==> src/rtl/debug_pkg.sv <==
// debug_pkg: shared constants for the ALU debug read-out path.
//   DSEL_*  : encodings of the 2-bit debug view select
//   *_W     : fixed field widths (data nibble, opcode, debug word)
package debug_pkg;

  localparam int unsigned DATA_W = 4;
  localparam int unsigned OP_W   = 3;
  localparam int unsigned DOUT_W = 8;

  localparam logic [1:0] DSEL_RESULT   = 2'b00;
  localparam logic [1:0] DSEL_OPERANDS = 2'b01;
  localparam logic [1:0] DSEL_OPCODE   = 2'b10;
  localparam logic [1:0] DSEL_STATUS   = 2'b11;

endpackage

==> src/rtl/debug_word_format.sv <==
// debug_word_format: combinational formatter for the debug word.
// Ports:
//   Ain, Bin, ALUout : 4-bit unsigned ALU operands / result
//   ALUop            : 3-bit opcode
//   dsel             : view select (result, operands, opcode, status)
//   word             : formatted 8-bit word, all fields zero-extended
module debug_word_format
  import debug_pkg::*;
(
  input  logic [DATA_W-1:0] Ain,
  input  logic [DATA_W-1:0] Bin,
  input  logic [DATA_W-1:0] ALUout,
  input  logic [OP_W-1:0]   ALUop,
  input  logic [1:0]        dsel,
  output logic [DOUT_W-1:0] word
);

  // Only the fields belonging to the selected view reach word, so an
  // unknown value on an unused input cannot leak into the output.
  always_comb begin
    word = '0;
    case (dsel)
      DSEL_RESULT:   word = {4'h0, ALUout};
      DSEL_OPERANDS: word = {Ain, Bin};
      DSEL_OPCODE:   word = {5'b0_0000, ALUop};
      DSEL_STATUS:   word = {1'b0, ALUop, ALUout};
      default:       word = '0;
    endcase
  end

endmodule

==> src/rtl/debug_interface.sv <==
// debug_interface: registered debug read-out multiplexer beside the ALU.
// Passive observer; drives nothing back into the datapath.
// Ports:
//   clk    : system clock, rising edge
//   rst_n  : synchronous active-low clear of dout
//   Ain    : ALU operand A
//   Bin    : ALU operand B
//   ALUout : ALU result
//   ALUop  : ALU opcode
//   dsel   : debug view select
//   dout   : formatted debug word, driven straight from flops
module debug_interface
  import debug_pkg::*;
(
  input  logic              clk,
  input  logic              rst_n,
  input  logic [DATA_W-1:0] Ain,
  input  logic [DATA_W-1:0] Bin,
  input  logic [DATA_W-1:0] ALUout,
  input  logic [OP_W-1:0]   ALUop,
  input  logic [1:0]        dsel,
  output logic [DOUT_W-1:0] dout
);

  logic [DOUT_W-1:0] word;

  debug_word_format u_fmt (
    .Ain    (Ain),
    .Bin    (Bin),
    .ALUout (ALUout),
    .ALUop  (ALUop),
    .dsel   (dsel),
    .word   (word)
  );

  always_ff @(posedge clk) begin
    if (!rst_n) dout <= '0;
    else        dout <= word;
  end

endmodule

==> config.mk <==
export PLATFORM = sky130hd
export DESIGN_NAME = debug_interface
export DESIGN_NICKNAME = d
export VERILOG_FILES = /design/src/rtl/debug_pkg.sv /design/src/rtl/debug_word_format.sv /design/src/rtl/debug_interface.sv
export SDC_FILE = /design/constraint.sdc
export NUM_CORES = 1
export LEC_CHECK = 0
export CAP_MARGIN = 20
export CORE_AREA = 2 2 39 41
export CTS_CLUSTER_SIZE = 8
export DETAILED_ROUTE_END_ITERATION = 10
export DIE_AREA = 0 0 41 43
export PLACE_DENSITY = 0.7
export SLEW_MARGIN = 20
export SYNTH_ARGS = -nofsm -noshare
export SYNTH_HDL_FRONTEND = slang
export SYNTH_HIERARCHICAL = 1
export SYNTH_SLANG_ARGS = --single-unit
==> constraint.sdc <==
create_clock -name clk -period 1.4 [get_ports clk]
set_clock_uncertainty 0.15 [all_clocks]
set_input_delay 0.28 -clock clk [delete_from_list [all_inputs] [get_ports clk]]
set_output_delay 0.28 -clock clk [all_outputs]
set_load 0.02 [all_outputs]
==> results.md <==
- GRT overflow: 0
- Die Height: 43 um
- Initial antenna violation count: 0
- GRT Overall Usage: between 10% and 20%
- Largest net degree at the start of global routing: 9
- Pwr/cell area: 798 nW/um^2
- Die ar.: 1760 um^2
- Sequential power share: 43.3%
- Syn_area_per_cell: around 11 um^2
- WL per Instance: 10.8 um
- Routed Antenna Nets: 0
- Area Growth Syn to Fin: 76.6%
- Clock root cell: clkbuf_4
- Final min period: 1330 ps
- Slew @ Worst Pin: roughly 220 ps
- Syn nets: 56
- Count of cell types in the netlist: 10
- CTS buffer count: 3
- DRC violations left: 0
- First-pass GRT wire length: 1210 um
- IO buf count: 26
- Fmax: 0.751 GHz
- Internal power: 433 uW
- Pleak: 0.349 nW
- Clock share of power: 30.0%
- Synth warn: 6
- Net switching power: between 100 and 150 uW
- Cell taking the most area after synthesis: dfxtp_1
- Max_cap viols: 0
- Most frequent cells in the layout: clkdlybuf4s50_1 (17), mux2i_1 (12), dlygate4sd2_1 (9), and2_1 (8), dfxtp_1 (8)
- Synthesized area: ~400 um^2
- Final core utilization: 51.1%
- Core box area: 1380 um^2
- Starting Density: 28.9%
- CTS tree: done
- Die W: 41 um
- Switching share of total power: between 20% and 30%
- Number of global-route vias before repair: 300
- Drt initial violations: 1
- Fin. Hold Viols: 0
- Startpoint types: primary input
- RSZ-0062 raised after global routing: false
- Critical Path End Type: flip-flop
- Max Slew Vio Count: 0
- Top-area cell type share of the netlist area: roughly two fifths
- Via count: 361
- I/O Pins: 27
- Max FFs per register: 8
- Critical path arrival: between 1000 and 1500 ps
- Synthesized instance count: 37
- Critical Path Fanout Max: 2
- H-tree depth: 1
- # diodes: 0
- Fin nets: 89
- Period utilization: ~95%
- Status: completed
- # rows: 14
- Final Worst Setup Slack: 68.9 ps
- Clk buf depth: 2
- Commonest non-fill, non-tap cell in the layout: clkdlybuf4s50_1
- Num Clock Sinks: 8
- Routed WL: 906 um
- Dpl ws: -334 ps
- #FFs+latches synth: 8
- Worst Hold Class: in2reg
- Setup violators final: 0
- # hold bufs at CTS: 0
- Crit path required time: 1390 ps
- TritonRoute pass-1 iters: 4
- Gate power share: 26.7%
- Sequential area share after synthesis: 40.0%
- Clock slew seen by the registers of the worst setup and hold paths: 50 ps
- Layout cells sized above 1: 11.8%
- Peak supply drop: roughly 240 uV
- Slew headroom: a little under nine tenths
- Vias per cell: 4.30
- Largest regs: dout (8)
- Final Wtd Congestion: 0.638
- Top post-synthesis cells by area: dfxtp_1 (40%), mux2i_1 (30%), and2_1 (13%)
- Reg with most FFs: dout
- Crit Path Class: in2reg
-- critical path: stages --
cell	delay, ps
clkdlybuf4s50_1	410
mux2_4	260
a22o_1	220
and2_1	150
-- cell usage after synthesis (all sizes together) --
master  instances
a22o            1
and2            8
and3b           1
buf             1
clkbuf          1
dfxtp           8
mux2            1
mux2i          12
nor2            1
nor2b           3
-- metal layers --
layer  up-vias  track usage, %  part of all wire, %
li1        189               -                    -
met5         -               0                    0
met4         0            8.00                    0
met2        12            14.7                   46
met3         0            1.57                  8.1
met1       160            12.6                   46
-- through the flow --
stage / TNS (ps) / total power [mW] / std cells / hold slack, ps / cell area [um^2]
4_1_cts: 0 / 0.573 / 84 / 559 / 707
3_3_place_gp: -1980 / 0.409 / 81 / 855 / 696
6_report: 0 / 0.564 / 84 / 572 / 707
2_1_floorplan: 0 / 0.319 / 37 / 252 / 400
3_5_place_dp: -2120 / 0.411 / 81 / 866 / 696
5_1_grt: 0 / 0.588 / 84 / 587 / 707
-- power groups by stage --
stage	combinational [mW]	sequential (mW)	clock, mW
finish	0.150	0.244	0.169
global route	0.162	0.245	0.181
CTS	0.152	0.245	0.176
detailed placement	0.161	0.250	0
global placement	0.159	0.250	0
floorplan	0.0517	0.267	0
-- logic make-up after synthesis --
logic type      after synthesis  synth area share (%)
buf+inv                       2                  3.75
compound gates                1                  2.19
simple gates                 13                  20.3
flops                         8                  40.0
mux                          13                  33.8
-- area by class of cell --
cell class / instances / area [um^2]
well taps: 16 / 20.0
repair buffers: 30 / 279
flip-flops and latches: 8 / 160
multi-input cells: 27 / 225
clock buffers: 3 / 22.5
fillers: 138 / 677
-- worst paths after layout --
kind | cells past startpoint | from | endpoint | slack [ps]
worst max-delay path | 4 | ALUout[3] | dout[3] | 70
worst min-delay path | 4 | dsel[1] | dout[3] | 570
-- timing repair --
| item | in CTS | in global routing |
|---|---|---|
| setup buffers | 0 | 0 |
| resized for setup | 9 | 0 |
| endpoints found under the setup margin | 13 | 0 |
Note: power is estimated with default switching activity, not from simulation.
